[src/rtl/alt_l_cal_ctrl.sv]
// Final-key-length job sequencer: launches the s1/e1 estimators, validates e1,
// drives the l-calculation datapath and returns a clamped result with status.
module alt_l_cal_ctrl #(
    parameter int unsigned E1_AMP      = 24,
    parameter int unsigned TIMEOUT_CYC = 4096,
    parameter int unsigned TO_W        = 13
) (
    input  logic        clk,
    input  logic        rst,
    input  logic        i_req,
    input  logic [31:0] i_nleak,
    output logic        o_busy,
    output logic        o_s1_start,
    output logic        o_e1_start,
    input  logic [31:0] i_s1,
    input  logic        i_s1_vld,
    input  logic [31:0] i_e1,
    input  logic        i_e1_vld,
    output logic        o_l_start,
    output logic [31:0] o_e1,
    output logic        o_e1_vld,
    output logic [31:0] o_s1,
    output logic        o_s1_vld,
    output logic [31:0] o_nleak,
    input  logic [31:0] i_l,
    input  logic        i_l_vld,
    input  logic        i_l_error,
    output logic [31:0] o_res,
    output logic [2:0]  o_status,
    output logic        o_res_vld,
    input  logic        i_res_rdy
);

    localparam int unsigned DW = 32;
    localparam int unsigned SW = 3;

    localparam logic [SW-1:0] ST_OK     = SW'(0);
    localparam logic [SW-1:0] ST_SE_TO  = SW'(1);
    localparam logic [SW-1:0] ST_L_TO   = SW'(2);
    localparam logic [SW-1:0] ST_L_ERR  = SW'(3);
    localparam logic [SW-1:0] ST_E1_RNG = SW'(4);
    localparam logic [SW-1:0] ST_L_NEG  = SW'(5);

    typedef enum logic [2:0] {
        IDLE, LAUNCH, WAIT_SE, CHECK, FEED, WAIT_L, OUT
    } state_t;

    state_t        state, state_d;
    logic [TO_W-1:0] cnt, cnt_d;
    logic          got_s1, got_s1_d, got_e1, got_e1_d;
    logic [DW-1:0] s1_d, e1_d, nleak_d, res_d;
    logic [SW-1:0] status_d;
    logic          to_hit, e1_bad;

    // Timeout fires on the cycle whose increment would bring the counter to TIMEOUT_CYC
    assign to_hit = (cnt == TO_W'(TIMEOUT_CYC - 1));
    // e1 must lie in 1 .. 2^E1_AMP-1
    assign e1_bad = (o_e1 == '0) || o_e1[DW-1] || (64'(o_e1) >= (64'd1 << E1_AMP));

    // Next-state and next-register-value logic
    always_comb begin
        state_d  = state;
        cnt_d    = cnt;
        got_s1_d = got_s1;
        got_e1_d = got_e1;
        s1_d     = o_s1;
        e1_d     = o_e1;
        nleak_d  = o_nleak;
        res_d    = o_res;
        status_d = o_status;
        case (state)
            IDLE: begin
                if (i_req) begin
                    nleak_d = i_nleak;
                    state_d = LAUNCH;
                end
            end
            LAUNCH: begin
                got_s1_d = 1'b0;
                got_e1_d = 1'b0;
                state_d  = WAIT_SE;
            end
            WAIT_SE: begin
                if (i_s1_vld) begin
                    s1_d     = i_s1;
                    got_s1_d = 1'b1;
                end
                if (i_e1_vld) begin
                    e1_d     = i_e1;
                    got_e1_d = 1'b1;
                end
                if (got_s1_d && got_e1_d) begin
                    state_d = CHECK;
                end else if (to_hit) begin
                    status_d = ST_SE_TO;
                    res_d    = '0;
                    state_d  = OUT;
                end
            end
            CHECK: begin
                if (e1_bad) begin
                    status_d = ST_E1_RNG;
                    res_d    = '0;
                    state_d  = OUT;
                end else begin
                    state_d = FEED;
                end
            end
            FEED: state_d = WAIT_L;
            WAIT_L: begin
                if (i_l_vld) begin
                    if (i_l_error) begin
                        status_d = ST_L_ERR;
                        res_d    = '0;
                    end else if (i_l[DW-1]) begin
                        status_d = ST_L_NEG;
                        res_d    = '0;
                    end else begin
                        status_d = ST_OK;
                        res_d    = i_l;
                    end
                    state_d = OUT;
                end else if (to_hit) begin
                    status_d = ST_L_TO;
                    res_d    = '0;
                    state_d  = OUT;
                end
            end
            OUT: begin
                if (o_res_vld && i_res_rdy) state_d = IDLE;
            end
            default: state_d = IDLE;
        endcase
        if ((state_d != state) && ((state_d == WAIT_SE) || (state_d == WAIT_L))) begin
            cnt_d = '0;
        end else if ((state == WAIT_SE) || (state == WAIT_L)) begin
            cnt_d = cnt + TO_W'(1);
        end
    end

    // State, capture and registered-output update
    always_ff @(posedge clk or posedge rst) begin
        if (rst) begin
            state      <= IDLE;
            cnt        <= '0;
            got_s1     <= 1'b0;
            got_e1     <= 1'b0;
            o_s1       <= '0;
            o_e1       <= '0;
            o_nleak    <= '0;
            o_res      <= '0;
            o_status   <= '0;
            o_busy     <= 1'b0;
            o_s1_start <= 1'b0;
            o_e1_start <= 1'b0;
            o_l_start  <= 1'b0;
            o_e1_vld   <= 1'b0;
            o_s1_vld   <= 1'b0;
            o_res_vld  <= 1'b0;
        end else begin
            state      <= state_d;
            cnt        <= cnt_d;
            got_s1     <= got_s1_d;
            got_e1     <= got_e1_d;
            o_s1       <= s1_d;
            o_e1       <= e1_d;
            o_nleak    <= nleak_d;
            o_res      <= res_d;
            o_status   <= status_d;
            o_busy     <= (state_d != IDLE);
            o_s1_start <= (state_d == LAUNCH);
            o_e1_start <= (state_d == LAUNCH);
            o_l_start  <= (state_d == LAUNCH);
            o_e1_vld   <= (state_d == FEED);
            o_s1_vld   <= (state_d == FEED);
            o_res_vld  <= (state_d == OUT);
        end
    end

endmodule
[config.mk]
export PLATFORM = sky130hd
export DESIGN_NAME = alt_l_cal_ctrl
export DESIGN_NICKNAME = d
export VERILOG_FILES = /design/src/rtl/alt_l_cal_ctrl.sv
export SDC_FILE = /design/constraint.sdc
export NUM_CORES = 1
export LEC_CHECK = 0
export ABC_AREA = 1
export BUFFER_PORTS_ARGS = -buffer_cell sky130_fd_sc_hd__buf_2
export CAP_MARGIN = 20
export CORE_MARGIN = 4
export CORE_UTILIZATION = 30
export DETAILED_ROUTE_END_ITERATION = 10
export PLACE_DENSITY = 0.55
export SLEW_MARGIN = 20
export SYNTH_ARGS = -nofsm -noshare
export SYNTH_HDL_FRONTEND = slang
export SYNTH_SLANG_ARGS = --single-unit
[constraint.sdc]
create_clock -name clk -period 5.64 [get_ports clk]
set_clock_uncertainty 0.1 [all_clocks]
set_input_delay 1.692 -clock clk [delete_from_list [all_inputs] [get_ports clk]]
set_output_delay 1.692 -clock clk [all_outputs]
set_load 0.03 [all_outputs]
==> Word-level counts from Yosys, hierarchy flattened <==
Index checks and enable logic that the tools add are counted.
{ "totals": {"reg_bits": 153, "inputBits": 136, "output_inout_bits": 138, "word_cells": 80} }
{ "op_classes": {"addsub": 1, "order_cmp": 1, "eq_ne": 17, "n_mux": 30, "reduce_logical": 18} }
{ "op_table": {"columns": ["operator", "count"], "rows": [
  ["2-to-1 mux 32 bit", 4],
  ["one-hot mux 32 bit (3 select lines)", 1],
  ["2-to-1 mux 31 bit", 2],
  ["2-to-1 mux 3 bit", 12],
  [">= comparator 32 x 25 -> 1 bit, second input constant", 1],
  ["zero test 32 bit", 1],
  ["2-to-1 mux 13 bit", 2],
  ["one-hot mux 3 bit (7 select lines)", 1],
  ["== test 3 bit, second input constant", 6],
  ["adder 13 x 1 -> 13 bit, second input constant", 1],
  ["== test 13 x 12 -> 1 bit, second input constant", 1],
  ["== test 3 x 2 -> 1 bit, second input constant", 3],
  ["one-hot mux 3 bit (3 select lines)", 1],
  ["== test 3 x 1 -> 1 bit, second input constant", 2],
  ["!= test 2 bit, second input constant", 3],
  ["AND reduction 2 bit", 3],
  ["nonzero test 3 bit", 2],
  ["AND reduction 5 bit", 1],
  ["logical OR 1 bit", 4],
  ["2-to-1 mux 1 bit", 4],
  ["one-hot mux 1 bit (2 select lines)", 2],
  ["nonzero test 2 bit", 2],
  ["logical AND 1 bit", 3],
  ["zero test 3 bit", 1],
  ["other kinds (4)", 4]
]} }

==> Logic depth before layout (Yosys ltp) <==
{ "depth": {"depth_word": 9, "depth_mapped": 13, "ltp_nobuf": 12} }

==> Worst setup path after synthesis <==
OpenSTA, ideal clock, no wires.
{ "synth_path": {"kind": "input -> register", "start": "input i_s1_vld", "end": "register cnt[3]", "setup_time_ps": 111, "arrival_ps": 2645, "required_time_ps": 5429, "setup_slack_ps": 2785, "cell_stages": 11, "n_path_buf": 1, "cell_sequence": "o22ai_1 nor2_1 nor2_1 nand2_2 inv_2 nand3_1 nand2_1 nand3_2 buf_6 nand2_2 inv_2"} }
{ "synth_between": {"elab_chain_cells": 9, "elab_cells_between_ends": 12, "classes_between": "eq/ne (3); mux (5); reduce/logical (4)"} }
{ "synth_lines": {"columns": ["item", "line_no", "text"], "rows": [
  ["start: declaration", "16", "input logic i_s1_vld,"],
  ["2-to-1 mux 1 bit (*)", "84", "if (i_s1_vld) begin"],
  ["2-to-1 mux 1 bit (*)", "71", "case (state)"],
  ["logical AND 1 bit (*)", "92", "if (got_s1_d && got_e1_d) begin"],
  ["2-to-1 mux 3 bit (*)", "92", null],
  ["one-hot mux 3 bit (7 select lines) (*)", "71", null],
  ["net state_d[0]", "48", "state_t state, state_d;"],
  ["== test 3 x 2 -> 1 bit / == test 3 bit (equally long branches)", "134", "if ((state_d != state) && ((state_d == WAIT_SE) || (state_d == WAIT_L))) begin"],
  ["logical OR 1 bit", "134", null],
  ["logical AND 1 bit (*)", "134", null],
  ["2-to-1 mux 13 bit / nonzero test 2 bit (equally long branches)", null, null],
  ["end signal: assignment", "162", "cnt <= cnt_d;"],
  ["end: declaration", "49", "logic [TO_W-1:0] cnt, cnt_d;"]
]} }
Mark *: on every way through the listed nets, which the timed path passes. The rest lies on a longest branch. The select of a mux whose other input is x is not followed.
A chain may end at the register's enable or synchronous reset.

==> Worst setup path after layout <==
{ "layout_path": {"start": "input i_s1_vld", "end": "register cnt[11]"} }
The elaborated chain is that of the path after synthesis.

==> flow_metrics.tcl <==
set metrics [dict create \
    p_switching_mw 2.37 \
    crit_chain "buf_2 -> o22ai_1 -> nor2_1 -> nor2_1 -> nand2_2 -> inv_2 -> nand3_1 -> nand2_1 -> nand3_2 -> nand2_1 -> inv_1" \
    powerDensity_nw_per_um2 615 \
    cp.arrival_ns 3.19 \
    dp_cells 1153 \
    slowest_delay_ns 0.34 \
    setup_violations 0 \
    clkTransAtPathRegs_ns 0.07 \
    finalHoldViolations 0 \
    postCtsSetupBuffers 0 \
    synth_top_area_share_pct 60.8 \
    yosysUniqueCellTypes 33 \
    final_cells 1185 \
    fillers 2103 \
    die_w_um 153 \
    nNetsFinal 1039 \
    clkPwrFrac_pct 21.6 \
    setup_tns_ns 0 \
    cts_max_level 4 \
    ctsLongestPathBuffers 2 \
    worst-path-max-fanout 13 \
    grt-ovfl-total 0 \
    slew_headroom_pct 35.2 \
    critPathCaptureType "flop" \
    vias 5059 \
    maxCapViolCount 0 \
    drive_gt1_share_pct 45.0 \
    synthTopCellsByArea "dfrtp_1, nand2_1, mux2_2" \
    clk_latency_ns 0.41 \
    min_path_type "reg2reg" \
    worstMarginPinSlew_ns 0.971 \
    avgSynthCellArea_um2 10.1 \
    combPwrFrac_pct 44.5 \
    fp.dieH_um 153 \
    num_rows 52 \
    firstDrtPassIters 4 \
    drt_iter0_drc 246 \
    grt_busiest_layer "met2" \
    antenna_left 0 \
    finalMaxSlewViolations 0 \
    synth_top_family_by_area "simple AND/OR/NAND/NOR gates" \
    ys_seq_area_share_pct 60.8 \
    seqPwrFrac_pct 33.8 \
    core-area_um2 20400 \
    ios 274 \
    rsz0062_at_grt "false" \
    first_global_vias 5356 \
    postLayoutCoreUtil_pct 41.8 \
    whs_ns 0.369 \
    synthSimpleGateAreaFrac_pct 20.9 \
    synth_xor_area_share_pct 0.973 \
    start_kind "primary input" \
    slowest_stage "nand3_2" \
    power_leakage_nw 4.74 \
    final_area_um2 8540 \
    grt_first_pass_wirelength_um 28000 \
    grt_use_met2_pct 23.5 \
    synthMuxAreaShare_pct 11.1 \
    netlist_instances 627 \
    antenna_found_initial 0 \
    drt_wl_total_um 17000 \
    outcome "completed" \
    num_antenna_cells 0 \
    synth_seq_cells 153 \
    crit_type "in2reg" \
    port-buffer-count 273 \
    hpwl_um 12300 \
    gp_congestion 0.828 \
    grt_max_degree 154 \
    intPower_mw 2.89 \
    globalRouteTotalUtil_pct 14.7 \
    cts.sinks 153 \
    drcViolationCount 0 \
    cts_root_buffer "clkbuf_16" \
    vias_per_cell 4.27 \
    sw_frac_of_total_pct 45.1 \
    synth_warnings 0 \
    syn_area_um2 6300 \
    synth_fp_nets 764 \
    grtUsageMet3_pct 5.43 \
    cts_tree "done" \
    cts_buffers 17 \
    fmax_mhz 334 \
    synth_top_area_cell "dfrtp_1" \
    fin_crit_sh_pct 53.0 \
    cp.required_ns 5.84 \
    synth-compound-area-share_pct 1.75 \
    peakVddDrop_mv 0.268 \
    met1_usage_pct 18.3 \
    areaGrowthSynthToFinish_pct 35.6 \
    start_util_pct 30.8 \
    place_area_um2 7960 \
    postCtsHoldBufs 0 \
    synth_fa_ha_area_share_pct 0.199 \
    wire_per_inst_um 14.3 \
    min_period_ns 2.99 \
    cts_resized 0 \
    die-area_um2 23400 \
]
## metrics by stage
stage | worst slack [ns] | total power, mW
final | 2.65 | 5.26
after global routing | 2.50 | 5.59
after CTS | 2.63 | 5.34
after detailed placement | 2.18 | 4.18
after global placement | 1.94 | 4.13
after floorplan | 1.92 | 3.46
## placed cells by master (no fill, tap or decap), drive strengths merged
master,n
buf,279
xor2,4
nand3,20
nor4,1
nand3b,1
and2,1
clkbuf,17
o21ai,10
clkinv,6
a21boi,2
mux2,62
ha,1
nor3,4
a21oi,5
dfrtp,153
bufinv,1
clkinvlp,2
o211a,1
o22ai,1
inv,47
nand4,1
xnor2,3
nor2,41
nand2,252
## registers in the layout, summed over array words and instances, names as in the netlist
register   count
o_nleak       32
o_status       3
cnt           13
o_busy         1
o_res_vld      1
o_l_start      1
o_s1          32
got_e1         1
got_s1         1
o_res         32
state          3
o_s1_vld       1
o_e1          32
## logic make-up (layout without fill, tap and decap cells)
| logic type | after synthesis | in the layout |
|---|---|---|
| flops | 153 | 153 |
| xor+xnor | 7 | 7 |
| mux | 62 | 62 |
| fa+ha+maj | 1 | 1 |
| buf+inv | 64 | 352 |
| simple gates | 321 | 321 |
| compound gates | 19 | 19 |
## power by group through the flow
stage / Sequential, mW / Combinational [mW] / Clock, mW
2_1_floorplan: 2.56 / 0.902 / 0
3_3_place_gp: 1.79 / 2.35 / 0
3_5_place_dp: 1.79 / 2.38 / 0
4_1_cts: 1.78 / 2.38 / 1.18
5_1_grt: 1.84 / 2.53 / 1.22
6_report: 1.78 / 2.34 / 1.14
## path summary, 6_finish.rpt
check / startpoint / endpoint / slack, ns / cells past startpoint
max: i_s1_vld / cnt[11]$_DFFE_PP0P_ / 2.65 / 11
min: o_nleak[28]$_DFFE_PP0P_ / o_nleak[28]$_DFFE_PP0P_ / 0.37 / 2
max reg2reg: cnt[0]$_DFFE_PP0P_ / cnt[11]$_DFFE_PP0P_ / 3.35 / 12
min reg2reg: o_nleak[28]$_DFFE_PP0P_ / o_nleak[28]$_DFFE_PP0P_ / 0.37 / 2
max in group asynchronous: rst / o_s1[24]$_DFFE_PP0P_ / 3.32 / 3
min in group asynchronous: rst / o_res[17]$_DFFE_PP0P_ / 1.37 / 3
## per-layer routing
layer  wire length (um)  up-vias
li1                   -     2519
met1               7400     2337
met2               7830      186
met3               1430       17
met4                295        0
met5                  0        -
## worst max-delay path: cells and delay by family
kind            cells  cell delay [ns]
compound gates      1             0.25
buf+inv             3             0.23
simple gates        7             1.02
## synthesized netlist by cell type, drive strengths merged
| master | instances |
|---|---|
| o22ai | 1 |
| xor2 | 4 |
| dfrtp | 153 |
| nor4 | 1 |
| nand3 | 20 |
| inv | 39 |
| and2 | 1 |
| mux2 | 62 |
| nor2 | 41 |
| ha | 1 |
| nor3 | 4 |
| xnor2 | 3 |
| buf | 15 |
| o21ai | 10 |
| nand4 | 1 |
| nand2 | 252 |
| a21boi | 2 |
| clkinv | 2 |
| a21oi | 5 |
| o211a | 1 |
| clkbuf | 8 |
| nand3b | 1 |
## layout make-up
cell class | count | area, um^2 | share of cell area [%]
multi-input combinational | 410 | 2210 | 25.8
clock buffer | 17 | 425 | 4.98
sequential | 153 | 3830 | 44.8
timing repair buffer | 279 | 1430 | 16.8
inverter | 41 | 158 | 1.85
clock inverter | 15 | 156 | 1.83
tap | 270 | 338 | 3.95
Note: power is estimated with default switching activity, not from simulation.
